### src/rtl/pixel_cache_if.sv
// Pixel-read and frame-buffer port bundle for the edge_search pixel cache.
// The slave modport is the cache; the master is the requester/memory side.
interface pixel_cache_if #(
  parameter int ADDR_W = 15,
  parameter int WORD_W = 16
);
  logic [9:0]        x;
  logic [9:0]        y;
  logic              request;
  logic              pixel;
  logic              ready;
  logic              invalidate;
  logic              mem_rd_en;
  logic [ADDR_W-1:0] mem_addr;
  logic [WORD_W-1:0] mem_rd_data;
  logic              mem_rd_valid;

  modport slave (
    input  x, y, request, invalidate, mem_rd_data, mem_rd_valid,
    output pixel, ready, mem_rd_en, mem_addr
  );

  modport master (
    output x, y, request, invalidate, mem_rd_data, mem_rd_valid,
    input  pixel, ready, mem_rd_en, mem_addr
  );
endinterface

### src/rtl/pixel_cache.sv
// Direct-mapped cache of WORD_W-pixel horizontal words serving single-pixel reads
// for the edge searchers; misses are filled from the 1-bpp frame-buffer port.
module pixel_cache #(
  parameter int FRAME_W     = 640,
  parameter int FRAME_H     = 480,
  parameter int WORD_W      = 16,
  parameter int NUM_ENTRIES = 16,
  parameter int ADDR_W      = 15,
  parameter int REQ_GAP     = 2
) (
  input  logic              clk,
  input  logic              reset,
  pixel_cache_if.slave      bus,
  output logic [15:0]       hit_count,
  output logic [15:0]       miss_count
);
  localparam int BIT_W = $clog2(WORD_W);
  localparam int IDX_W = $clog2(NUM_ENTRIES);
  localparam int WX_W  = 10 - BIT_W;
  localparam int TAG_W = 10 + WX_W;
  localparam int WPR   = FRAME_W / WORD_W;
  localparam int GAP_W = (REQ_GAP > 1) ? $clog2(REQ_GAP) : 1;
  localparam logic [GAP_W-1:0] GAP_LAST = GAP_W'((REQ_GAP > 0) ? REQ_GAP - 1 : 0);

  localparam logic [2:0] IDLE      = 3'd0;
  localparam logic [2:0] LOOKUP    = 3'd1;
  localparam logic [2:0] MISS_REQ  = 3'd2;
  localparam logic [2:0] MISS_WAIT = 3'd3;
  localparam logic [2:0] RESPOND   = 3'd4;
  localparam logic [2:0] HOLDOFF   = 3'd5;

  logic [2:0]              state;
  logic [GAP_W-1:0]        gap_cnt;
  logic                    fill_kill;
  logic [9:0]              x_p0;
  logic [9:0]              y_p0;
  logic [NUM_ENTRIES-1:0]  line_vld;
  logic [TAG_W-1:0]        tag_mem  [NUM_ENTRIES];
  logic [WORD_W-1:0]       data_mem [NUM_ENTRIES];

  logic [WX_W-1:0]         wx;
  logic [BIT_W-1:0]        bsel;
  logic [IDX_W-1:0]        idx;
  logic [TAG_W-1:0]        tag;
  logic [ADDR_W-1:0]       addr_calc;
  logic                    in_range;
  logic                    hit;

  function automatic logic [15:0] sat_inc(input logic [15:0] v);
    return (v == 16'hFFFF) ? v : v + 16'd1;
  endfunction

  // Lookup stage: decode the latched coordinates against the cache
  assign wx        = x_p0[9:BIT_W];
  assign bsel      = x_p0[BIT_W-1:0];
  assign idx       = IDX_W'(wx) + IDX_W'(y_p0);
  assign tag       = {y_p0, wx};
  assign in_range  = ({22'd0, x_p0} < 32'(FRAME_W)) && ({22'd0, y_p0} < 32'(FRAME_H));
  assign hit       = line_vld[idx] && (tag_mem[idx] == tag);
  assign addr_calc = ADDR_W'(32'(y_p0) * 32'(WPR) + 32'(wx));

  always_ff @(posedge clk) begin
    if (state == IDLE && bus.request) begin
      x_p0 <= bus.x;
      y_p0 <= bus.y;
    end
    if (state == MISS_WAIT && bus.mem_rd_valid) begin
      data_mem[idx] <= bus.mem_rd_data;
      tag_mem[idx]  <= tag;
    end
  end

  always_ff @(posedge clk) begin
    if (reset) begin
      state         <= IDLE;
      gap_cnt       <= '0;
      fill_kill     <= 1'b0;
      line_vld      <= '0;
      bus.pixel     <= 1'b0;
      bus.ready     <= 1'b0;
      bus.mem_rd_en <= 1'b0;
      bus.mem_addr  <= '0;
      hit_count     <= '0;
      miss_count    <= '0;
    end else begin
      bus.ready     <= 1'b0;
      bus.mem_rd_en <= 1'b0;
      case (state)
        IDLE: if (bus.request) state <= LOOKUP;
        LOOKUP: begin
          if (!in_range) begin
            bus.pixel <= 1'b0;
            bus.ready <= 1'b1;
            state     <= RESPOND;
          end else if (hit) begin
            bus.pixel <= data_mem[idx][bsel];
            bus.ready <= 1'b1;
            hit_count <= sat_inc(hit_count);
            state     <= RESPOND;
          end else begin
            bus.mem_rd_en <= 1'b1;
            bus.mem_addr  <= addr_calc;
            fill_kill     <= 1'b0;
            state         <= MISS_REQ;
          end
        end
        MISS_REQ: begin
          miss_count <= sat_inc(miss_count);
          state      <= MISS_WAIT;
        end
        MISS_WAIT: if (bus.mem_rd_valid) begin
          bus.pixel <= bus.mem_rd_data[bsel];
          bus.ready <= 1'b1;
          state     <= RESPOND;
          if (!bus.invalidate && !fill_kill) line_vld[idx] <= 1'b1;
        end
        RESPOND: begin
          gap_cnt <= '0;
          state   <= (REQ_GAP == 0) ? IDLE : HOLDOFF;
        end
        HOLDOFF: begin
          if (gap_cnt == GAP_LAST) state <= IDLE;
          else                     gap_cnt <= gap_cnt + 1'b1;
        end
        default: state <= IDLE;
      endcase
      // A new-frame flush wins over any fill landing this cycle, and poisons an in-flight fill
      if (bus.invalidate) begin
        line_vld <= '0;
        if (state == MISS_REQ || state == MISS_WAIT) fill_kill <= 1'b1;
      end
    end
  end
endmodule

### src/flat_wrapper.sv
// flat-port wrapper written by rule: the top's interface ports become plain ports
module pixel_cache_flat 
#(
  parameter int FRAME_W     = 640,
  parameter int FRAME_H     = 480,
  parameter int WORD_W      = 16,
  parameter int NUM_ENTRIES = 16,
  parameter int ADDR_W      = 15,
  parameter int REQ_GAP     = 2
)
  (clk, reset, hit_count, miss_count, bus_x, bus_y, bus_request, bus_invalidate, bus_mem_rd_data, bus_mem_rd_valid, bus_pixel, bus_ready, bus_mem_rd_en, bus_mem_addr);
  pixel_cache_if #(.ADDR_W(ADDR_W), .WORD_W(WORD_W)) bus_i ();
  input  logic clk;
  input  logic reset;
  output logic [15:0] hit_count;
  output logic [15:0] miss_count;
  input wire logic [$bits(bus_i.x)-1:0] bus_x;
  input wire logic [$bits(bus_i.y)-1:0] bus_y;
  input wire logic [$bits(bus_i.request)-1:0] bus_request;
  input wire logic [$bits(bus_i.invalidate)-1:0] bus_invalidate;
  input wire logic [$bits(bus_i.mem_rd_data)-1:0] bus_mem_rd_data;
  input wire logic [$bits(bus_i.mem_rd_valid)-1:0] bus_mem_rd_valid;
  output wire logic [$bits(bus_i.pixel)-1:0] bus_pixel;
  output wire logic [$bits(bus_i.ready)-1:0] bus_ready;
  output wire logic [$bits(bus_i.mem_rd_en)-1:0] bus_mem_rd_en;
  output wire logic [$bits(bus_i.mem_addr)-1:0] bus_mem_addr;
  assign bus_i.x = bus_x;
  assign bus_i.y = bus_y;
  assign bus_i.request = bus_request;
  assign bus_i.invalidate = bus_invalidate;
  assign bus_i.mem_rd_data = bus_mem_rd_data;
  assign bus_i.mem_rd_valid = bus_mem_rd_valid;
  assign bus_pixel = bus_i.pixel;
  assign bus_ready = bus_i.ready;
  assign bus_mem_rd_en = bus_i.mem_rd_en;
  assign bus_mem_addr = bus_i.mem_addr;
  pixel_cache #(.FRAME_W(FRAME_W), .FRAME_H(FRAME_H), .WORD_W(WORD_W), .NUM_ENTRIES(NUM_ENTRIES), .ADDR_W(ADDR_W), .REQ_GAP(REQ_GAP)) u_core (.clk(clk), .reset(reset), .bus(bus_i), .hit_count(hit_count), .miss_count(miss_count));
endmodule
### config.mk
export PLATFORM = sky130hd
export DESIGN_NAME = pixel_cache_flat
export DESIGN_NICKNAME = d
export VERILOG_FILES = /design/src/rtl/pixel_cache_if.sv /design/src/rtl/pixel_cache.sv /design/src/flat_wrapper.sv
export SDC_FILE = /design/constraint.sdc
export NUM_CORES = 1
export LEC_CHECK = 0
export CORE_UTILIZATION = 25
export CTS_CLUSTER_SIZE = 20
export DETAILED_ROUTE_END_ITERATION = 8
export PLACE_DENSITY_LB_ADDON = 0.08
export SLEW_MARGIN = 5
export SYNTH_ARGS = -nofsm -noshare
export SYNTH_HDL_FRONTEND = slang
export SYNTH_SLANG_ARGS = --single-unit
### constraint.sdc
create_clock -name clk -period 13.6 [get_ports clk]
set_input_delay 1.36 -clock clk [delete_from_list [all_inputs] [get_ports clk]]
set_output_delay 1.36 -clock clk [all_outputs]
set_load 0.01 [all_outputs]
==> results.py <==
metrics = {
    "outcome": {
        "status": "completed",
    },
    "min_path": {
        "hp-class": "reg2reg",
        "worstHoldStart": "u_core.line_vld[13]$_SDFFE_PP0P_",
        "hold_depth": 2,
        "holdPathEnd": "u_core.line_vld[13]$_SDFFE_PP0P_",
    },
    "finish": {
        "area_delta_synth_final_pct": 19.9,
        "fin_nets": 1627,
        "diodes": 0,
        "post-route-util": 0.304,
        "fill_cells": 9598,
        "mostFrequentLayoutCell": "edfxtp_1",
        "final_cell_mix": "edfxtp_1 (532), mux4_2 (133), clkdlybuf4s50_1 (89)",
        "layout-drive-gt1-share": 0.196,
    },
    "synthesis": {
        "async_flop_share": 0,
        "synth_flop_cell": "edfxtp_1",
        "synth-seq-cells": 603,
        "yosysWarningCount": 0,
        "netlist_area_um2": 24700,
        "synth_nets": 1490,
        "synth-seq-area-share": 0.704,
        "synth.distinct_cells": 64,
        "syn_area_per_cell_um2": 17.4,
        "synthCells": 1422,
        "synth_edf_count": 532,
    },
    "flow_run": {
        "maxCapViolCount": 0,
    },
    "global_route": {
        "grt_pass1_wl_um": 104000,
        "grt_antenna_before_repair": 1,
        "grt_usage": 0.146,
        "grt_overflow": 0,
        "grt_pass1_vias": 14200,
        "grt_max_degree": 72,
    },
    "worst_setup_path": {
        "r2r-end": "u_core.hit_count[15]$_SDFFE_PP0P_",
        "cp_top_family": "simple AND/OR/NAND/NOR gates",
        "cp_num_buf_inv": 2,
        "rrSetupSlack_ns": 7.02,
        "worstPathCellList": "ha_4 -> buf_4 -> buf_4 -> mux4_2 -> mux2i_1 -> nand2b_1 -> mux4_2 -> or3_1 -> nor4_2 -> nand3_2 -> or3_1 -> mux2_4",
        "crit_path_top_delay_cell": "buf_4",
        "path_class": "reg2reg",
        "critPathRequiredTime_ns": 14.10,
        "cp_max_fo": 44,
        "startpoint_type": "flop",
        "end_kind": "flop",
        "rr_startpoint": "u_core.y_p0[0]$_DFFE_PP_",
        "max_stage_delay_ns": 0.84,
        "crit_arrival_ns": 7.08,
        "reg2reg_depth": 12,
    },
    "sta": {
        "rsz0062_at_grt": "no",
        "finalSetupTns_ns": 0,
        "clock.fmax_mhz": 152,
        "timing.final.max_slew_violations": 0,
        "layout_min_cycle_time_ns": 6.58,
        "relSlewSlack": 0.314,
        "worst_pin_slew_ns": 1.03,
        "fin_crit_sh": 0.484,
        "setup_violations": 0,
        "final-hold-violation-count": 0,
        "skew_ns": 0.0311,
    },
    "clock_network": {
        "clkTransAtPathRegs_ns": 0.06,
        "cts_made_buffers": 72,
        "clock_sinks": 603,
        "cts_setup_buffers": 0,
        "h-tree-depth": 3,
        "cts_tree": "yes",
        "post_cts_resized": 0,
        "clk_path_buf_depth": 3,
        "clk_latency_ns": 0.62,
        "cts_hold_buf": 0,
        "clockRootBuffer": "clkbuf_16",
    },
    "place": {
        "gp_congestion": 0.721,
        "portBuffers": 90,
        "place_hpwl_um": 41800,
    },
    "routing": {
        "wl_um": 72100,
        "drt_pass1_iterations": 5,
        "drc": 0,
        "vias_per_cell": 4.60,
        "drt_iter0_markers": 921,
        "vias": 13300,
        "route.detailed.wl_per_inst_um": 25.0,
        "drtAntennaViolNets": 0,
    },
    "floorplan": {
        "rows": 114,
        "die_y_um": 316,
        "die_x_um": 316,
        "core-area_um2": 97300,
        "die_area_um2": 100000,
        "start_util": 0.254,
        "io_pins": 91,
    },
    "pwr": {
        "p_leak_nw": 9.35,
        "p_per_area_nw_per_um2": 164,
        "ir_worst_vdd_v": 0.000108,
    },
}
worst max-delay path by stage:
stage	slack, ns	end	cells after the start	start
after global placement	6.81	u_core.hit_count[15]$_SDFFE_PP0P_	12	u_core.y_p0[0]$_DFFE_PP_
after CTS	6.72	u_core.hit_count[15]$_SDFFE_PP0P_	12	u_core.y_p0[0]$_DFFE_PP_
after floorplan	7.46	u_core.data_mem[15][0]$_DFFE_PP_	10	u_core.x_p0[4]$_DFFE_PP_
final	7.02	u_core.hit_count[15]$_SDFFE_PP0P_	12	u_core.y_p0[0]$_DFFE_PP_
after detailed placement	6.74	u_core.hit_count[15]$_SDFFE_PP0P_	12	u_core.y_p0[0]$_DFFE_PP_
after global routing	6.45	u_core.hit_count[15]$_SDFFE_PP0P_	12	u_core.y_p0[0]$_DFFE_PP_
synthesized netlist by cell type (11+ instances only):
cell	number	area (um2)
nor2b_1	16	100
a21oi_1	48	240
ha_1	24	300
nor3b_1	18	135
mux2i_1	56	561
xnor2_1	27	236
mux2_2	11	124
nor3_1	24	120
a211oi_1	12	90.1
o21ai_0	30	150
nor2_1	85	319
dfxtp_1	71	1420
buf_2	23	115
inv_1	18	67.6
nand2_1	69	259
and3_1	18	113
buf_1	12	45.0
xor2_1	17	149
nand4_1	16	100
edfxtp_1	532	16000
clkbuf_1	30	113
nand3_1	35	175
mux4_2	133	3000
state kept, by name (all words and copies together), names as in the netlist:
name                  count
u_core.bus.mem_rd_en      1
u_core.fill_kill          1
u_core.bus.pixel          1
u_core.miss_count        16
u_core.bus.ready          1
u_core.tag_mem          256
u_core.line_vld          16
u_core.bus.mem_addr      15
u_core.y_p0              10
u_core.hit_count         16
u_core.data_mem         256
u_core.x_p0              10
u_core.gap_cnt            1
u_core.state              3
cells by family after synthesis:
kind of cell	Yosys count	synth area share
buffers and inverters	87	0.0148
flip-flops	603	0.704
adder cells (fa/ha/maj)	27	0.0146
AO/OA/AOI/OAI	130	0.0319
AND/OR/NAND/NOR	327	0.0670
XOR/XNOR	46	0.0174
multiplexers	202	0.150
layer usage:
layer,vias to the layer above,share of wire,wire length (um),GRT usage
li1,5936,-,-,-
met1,7030,0.47,33600,0.201
met2,225,0.48,34800,0.240
met3,92,0.030,2180,0.0218
met4,0,0.021,1500,0.0394
met5,-,0,0,0
through the flow:
stage | hold WS [ns] | setup slack [ns] | cell area, um2 | cells | total power [mW]
floorplan | 0.431 | 7.46 | 24700 | 1422 | 2.74
global placement | 0.447 | 6.81 | 27400 | 2761 | 3.08
detailed placement | 0.460 | 6.74 | 27400 | 2761 | 3.08
CTS | 0.475 | 6.72 | 29600 | 2889 | 4.97
global route | 0.497 | 6.45 | 29600 | 2889 | 5.08
finish | 0.475 | 7.02 | 29600 | 2889 | 4.87
worst reg2reg max path: stages (launching register included):
cell	delay, ns
edfxtp_1	0.69
ha_4	0.77
buf_4	0.80
buf_4	0.95
mux4_2	0.68
mux2i_1	0.17
nand2b_1	0.07
mux4_2	0.46
or3_1	0.40
nor4_2	0.28
nand3_2	0.38
or3_1	0.52
mux2_4	0.30
area by class of cell:
| cell class | count | area [um2] | share of cell area |
|---|---|---|---|
| sequential | 603 | 17400 | 0.587 |
| clock buffer | 93 | 1960 | 0.0661 |
| multi-input combinational | 732 | 7100 | 0.240 |
| clock inverter | 35 | 297 | 0.0100 |
| timing repair buffer | 131 | 1200 | 0.0406 |
| inverter | 19 | 71.3 | 0.00241 |
| tap | 1276 | 1600 | 0.0539 |
where the power goes:
group	leakage [nW]	internal, mW	switching [mW]
Clock	1.09	1.09	0.764
Sequential	5.36	2.05	0.0366
Combinational	2.90	0.384	0.546
Total	9.35	3.52	1.35
(Power assumes the default switching activity.)
==> RTL change 1, RTL diff (config.mk and constraints unchanged) <==
Make the reset (`reset`) asynchronous in one clocked block.
--- a/src/rtl/pixel_cache.sv
+++ b/src/rtl/pixel_cache.sv
@@ -70,7 +70,7 @@
     end
   end
 
-  always_ff @(posedge clk) begin
+  always_ff @(posedge clk or posedge reset) begin
     if (reset) begin
       state         <= IDLE;
       gap_cnt       <= '0;
Formal check against the unedited RTL: differs if reset is asserted again (counterexample within 4 cycles, from zero or initial values and one cycle with reset high); with reset held inactive, the same outputs for 4 cycles.
==> RTL change 1 against the unedited design <==
- global-route usage decreased by 0.096 points
- worst setup slack improved by 0.43 ns
- highest routed layer unchanged
- routed wire length decreased by 1.0%
- area after synthesis decreased by 0.34%
- sequential share of layout area increased by 1.4 points
- cell area decreased by 0.27%
- total power increased by 16%
- sequential cell count unchanged
- utilization about the same
==> RTL change 1: results (changes against the unedited design) <==
metric;value;unit;change
grt_max_degree;72;;unchanged
hold_depth;1;;was 2
cp_top_family;buffers and inverters;;was simple AND/OR/NAND/NOR gates
syn-num-nets;1431;;was 1490
ys.flop_type;edfxtp_1;;unchanged
setup_ws;7.449;ns;was 7.023 ns
crit_slowest_cell;buf_4;;unchanged
place_ws;7.281;ns;was 6.741 ns
drtIter0Drc;927;;was 921
grt_pass1_vias;13930;;was 14210
antenna_found_initial;2;;was 1
synthArstFlopShare;11.77;%;was 0%
holdCritStartpoint;u_core.miss_count[9];;was u_core.line_vld[13]
synthXorXnorAreaFrac;2.307;%;was 1.737%
reg.largest.list;u_core.data_mem (256), u_core.tag_mem (256);;unchanged
synth_common_cells;edfxtp_1, mux4_2, nand2_1;;was edfxtp_1, mux4_2, nor2_1
worstPathArrival;6.64;ns;was 7.08 ns
syn_area_per_cell;18.06;um2;was 17.37 um2
synth_compound_area_share;2.241;%;was 3.191%
grt_pass1_wl;102700;um;was 103800 um
drive_gt1_share;20.05;%;was 19.59%
p_leak;9.780;nW;was 9.347 nW
synth.distinct_cells;59;;was 64
cts_root_buf;clkbuf_16;;unchanged
outcome;completed;;unchanged
end_kind;flop;;unchanged
place_congestion;0.6971;;was 0.7208
num_vias;13020;;was 13280
p_switching;1.762;mW;was 1.347 mW
synthMuxAreaShare;14.21;%;was 15.00%
startpoint_type;flop;;unchanged
cp_max_fo;48;;was 44
clkTransAtPathRegs;0.05;ns;
worst_clock_skew;0.02775;ns;was 0.03113 ns
hold-worst-slack;0.4846;ns;was 0.4750 ns
totalWireLength;71370;um;was 72110 um
critPathMaxStageDelay;0.89;ns;was 0.84 ns
placed_cells_incl_taps;2710;;was 2761
synth_fa_ha_area_share;1.464;%;was 1.459%
yosysSeqAreaShare;72.11;%;was 70.42%
fin_nets;1575;;was 1627
reg2regPathDepth;12;;unchanged
ys_warn_count;0;;unchanged
post_cts_buffers;0;;unchanged
ir_worst_vdd;86.36;uV;was 107.7 uV
max-slew-margin-rel;31.07;%;was 31.44%
track_usage;14.52;%;was 14.62%
dpl_cell_area;0.02729;mm2;was 0.02737 mm2
hold_path_end;u_core.miss_count[9];;was u_core.line_vld[13]
numCtsBuffers;71;;was 72
r2r_end;u_core.bus.pixel;;was u_core.hit_count[15]
netlist_top_cells_area;edfxtp_1, mux4_2, dfrtp_1;;was edfxtp_1, mux4_2, dfxtp_1
hpwl;39560;um;was 41840 um
clock_latency;0.61;ns;
fillCellCount;9510;;was 9598
stdcell_count;2838;;was 2889
RTL change 1: cell count changes after synthesis, moves of 8 or more:
| cell | unedited run | this run |
|---|---|---|
| dfrtp_1 | 0 | 71 |
| dfxtp_1 | 71 | 0 |
| nand2_1 | 69 | 99 |
| nor2_1 | 85 | 64 |
| o21ai_0 | 30 | 12 |
| mux2i_1 | 56 | 42 |
| nor2b_1 | 16 | 4 |
| xnor2_1 | 27 | 39 |
| a21oi_1 | 48 | 37 |
| a211oi_1 | 12 | 2 |
| nand4_1 | 16 | 26 |
| mux4_2 | 133 | 125 |
| or3_1 | 9 | 1 |
RTL change 1: cell type report:
cell class	instances	area, um2	share of cell area, %
Sequential cell	603	17750	60.10
Timing Repair Buffer	134	1231	4.168
Inverter	21	78.83	0.2669
Multi-Input combinational cell	676	6629	22.44
Tap cell	1276	1597	5.405
Antenna cell	1	2.502	0.008472
Clock buffer	99	1977	6.693
Clock inverter	28	270.3	0.9150
RTL change 1: power by group through the flow:
stage	sequential [mW]	combinational, mW	clock [mW]
after global routing	2.19	1.76	1.98
after floorplan	2.22	1.05	0
after CTS	2.19	1.67	1.93
after global placement	2.22	1.66	0
after detailed placement	2.22	1.66	0
final	2.18	1.61	1.86
RTL change 1: layer usage:
layer | part of all wire [%] | vias to the layer above | track usage (%)
met2 | 48 | 260 | 23.50
met4 | 2.5 | 0 | 4.260
met5 | 0 | - | 0
met1 | 47 | 6957 | 20.11
li1 | - | 5705 | -
met3 | 3.3 | 97 | 2.224
RTL change 1: cell families (layout without fill, tap and decap cells):
family | count (synthesis) | count (layout)
AO/OA/AOI/OAI | 90 | 90
XOR/XNOR | 64 | 64
adder cells (fa/ha/maj) | 27 | 27
buffers and inverters | 84 | 282
flip-flops | 603 | 603
multiplexers | 188 | 188
other | 0 | 1
AND/OR/NAND/NOR | 307 | 307
==> RTL change 2, RTL diff (config.mk and constraints unchanged) <==
Made on the original files. `WORD_W` is set to 16 in 3 places; all go to 32.
--- a/src/rtl/pixel_cache_if.sv
+++ b/src/rtl/pixel_cache_if.sv
@@ -2,7 +2,7 @@
 // The slave modport is the cache; the master is the requester/memory side.
 interface pixel_cache_if #(
   parameter int ADDR_W = 15,
-  parameter int WORD_W = 16
+  parameter int WORD_W = 32
 );
   logic [9:0]        x;
   logic [9:0]        y;
--- a/src/rtl/pixel_cache.sv
+++ b/src/rtl/pixel_cache.sv
@@ -3,7 +3,7 @@
 module pixel_cache #(
   parameter int FRAME_W     = 640,
   parameter int FRAME_H     = 480,
-  parameter int WORD_W      = 16,
+  parameter int WORD_W      = 32,
   parameter int NUM_ENTRIES = 16,
   parameter int ADDR_W      = 15,
   parameter int REQ_GAP     = 2
--- a/src/flat_wrapper.sv
+++ b/src/flat_wrapper.sv
@@ -3,7 +3,7 @@
 #(
   parameter int FRAME_W     = 640,
   parameter int FRAME_H     = 480,
-  parameter int WORD_W      = 16,
+  parameter int WORD_W      = 32,
   parameter int NUM_ENTRIES = 16,
   parameter int ADDR_W      = 15,
   parameter int REQ_GAP     = 2
Ports: changed (resized bus_mem_rd_data); port bits go from 91 to 107. No check against the original RTL was run, so the function may have changed too.
==> RTL change 2 against the unedited design <==
- the flow now finishes with violations (design-rule violations)
- non-clock buffer count rose by 33
- routed wire length rose by 37%
- worst setup slack improved by 0.48 ns
- combinational power rose by 17%
- global-route usage barely moved
- sequential cell count rose by 240
- utilization fell by 0.22 points
- cell area rose by 36%
- area after synthesis rose by 36%
- total power rose by 35%
- largest power group unchanged
==> RTL change 2: results (changes against the unedited design) <==
metric;value;unit;change
holdCritStartpoint;u_core.bus.mem_addr[3];;was u_core.line_vld[13]
detail_route.drc_violations;6;;was 0
hold_path_end;u_core.bus.mem_addr[3];;was u_core.line_vld[13]
dpl_cell_area;0.03717;mm2;was 0.02737 mm2
fin_nets;2032;;was 1627
drtPass1Iterations;7;;was 5
r2r_start;u_core.x_p0[5];;was u_core.y_p0[0]
wl_per_cell;26.00;um;was 24.96 um
grt_pass1_wl;141200;um;was 103800 um
cp_max_fo;121;;was 44
drtIter0Drc;1232;;was 921
reg.largest.list;u_core.data_mem (512), u_core.tag_mem (240);;was u_core.data_mem (256), u_core.tag_mem (256)
syn-num-nets;1854;;was 1490
synth.distinct_cells;61;;was 64
cts_buffer_depth;3;;unchanged
synth_common_cells;edfxtp_1, mux4_2, nor2_1;;unchanged
hold-worst-slack;0.4595;ns;was 0.4750 ns
track_usage;14.62;%;about the same
hpwl;54670;um;was 41840 um
syn_area_per_cell;19.04;um2;was 17.37 um2
ir_worst_vdd;96.74;uV;was 107.7 uV
drive_gt1_share;22.12;%;was 19.59%
crit_slowest_cell;fa_4;;was buf_4
numCtsBuffers;98;;was 72
reg2regPathDepth;12;;unchanged
worst_clock_skew;0.02317;ns;was 0.03113 ns
worstPathArrival;6.70;ns;was 7.08 ns
io_buffers;106;;was 90
netlist_top_cells_area;edfxtp_1, mux4_2, dfxtp_1;;unchanged
ctsResizeCount;0;;unchanged
hold_viol;0;;unchanged
place_ws;7.345;ns;was 6.741 ns
cts_root_buf;clkbuf_16;;unchanged
r2r_end;u_core.hit_count[7];;was u_core.hit_count[15]
grt_pass1_vias;18520;;was 14210
antennaDiodeCount;0;;unchanged
synth_edf_count;772;;was 532
outcome;finished with violations;;was completed
p_leak;12.81;nW;was 9.347 nW
r2r_setup_slack;7.50;ns;was 7.02 ns
cp_top_family;simple AND/OR/NAND/NOR gates;;unchanged
drt-vias-per-instance;4.549;;was 4.598
yosysSeqAreaShare;73.01;%;was 70.42%
clkTransAtPathRegs;0.06;ns;about the same
violations;design-rule violations;;
placed_cells_incl_taps;3616;;was 2761
critPathMaxStageDelay;1.27;ns;was 0.84 ns
place_congestion;0.7121;;was 0.7208
ys_warn_count;0;;unchanged
max-slew-margin-rel;25.17;%;was 31.44%
totalWireLength;98860;um;was 72110 um
grt_max_degree;122;;was 72
timing.final.crit_share;44.85;%;was 48.36%
clock_latency;0.68;ns;was 0.62 ns
antenna_found_initial;4;;was 1
RTL change 2: worst max-delay path by stage:
stage,start,end,depth (start not counted)
final,u_core.x_p0[5],u_core.hit_count[7],12
after CTS,u_core.x_p0[5],u_core.bus.mem_addr[13],12
after floorplan,u_core.y_p0[0],u_core.data_mem[4][0],12
after global routing,u_core.x_p0[5],u_core.bus.mem_addr[13],12
after detailed placement,u_core.x_p0[5],u_core.bus.mem_addr[13],12
after global placement,u_core.x_p0[5],u_core.bus.mem_addr[5],12
RTL change 2: final cells by class:
| cell class | instances | area [um2] |
|---|---|---|
| clock buffer | 126 | 2641 |
| clock inverter | 60 | 574.3 |
| fill | 13020 | 93240 |
| inverter | 19 | 71.32 |
| multi-input combinational | 822 | 8767 |
| sequential | 843 | 24600 |
| tap | 1768 | 2212 |
| timing repair buffer | 164 | 1516 |
RTL change 2: power by group:
group	internal (mW)	switching, mW
logic	0.455	0.631
registers	2.85	0.0222
clock network	1.56	1.07
RTL change 2: cell families after synthesis:
group / synth area share [%]
flip-flops: 73.01
AND/OR/NAND/NOR: 4.846
multiplexers: 16.15
AO/OA/AOI/OAI: 2.183
buffers and inverters: 1.493
XOR/XNOR: 1.244
adder cells (fa/ha/maj): 1.069
RTL change 2: tightest hold or removal path, delay by kind of cell, from the launching register on:
family,cells,cell delay [ns]
DFF,1,0.30
and+or+nand+nor,1,0.05
AOI/OAI and AO/OA,1,0.05
RTL change 2: layer usage:
metal	vias up	GRT usage, %	wire length [um]
met5	-	0	26
met4	4	3.288	1852
met3	128	2.570	3758
met2	304	25.03	49520
met1	9342	19.19	43710
li1	7518	-	-
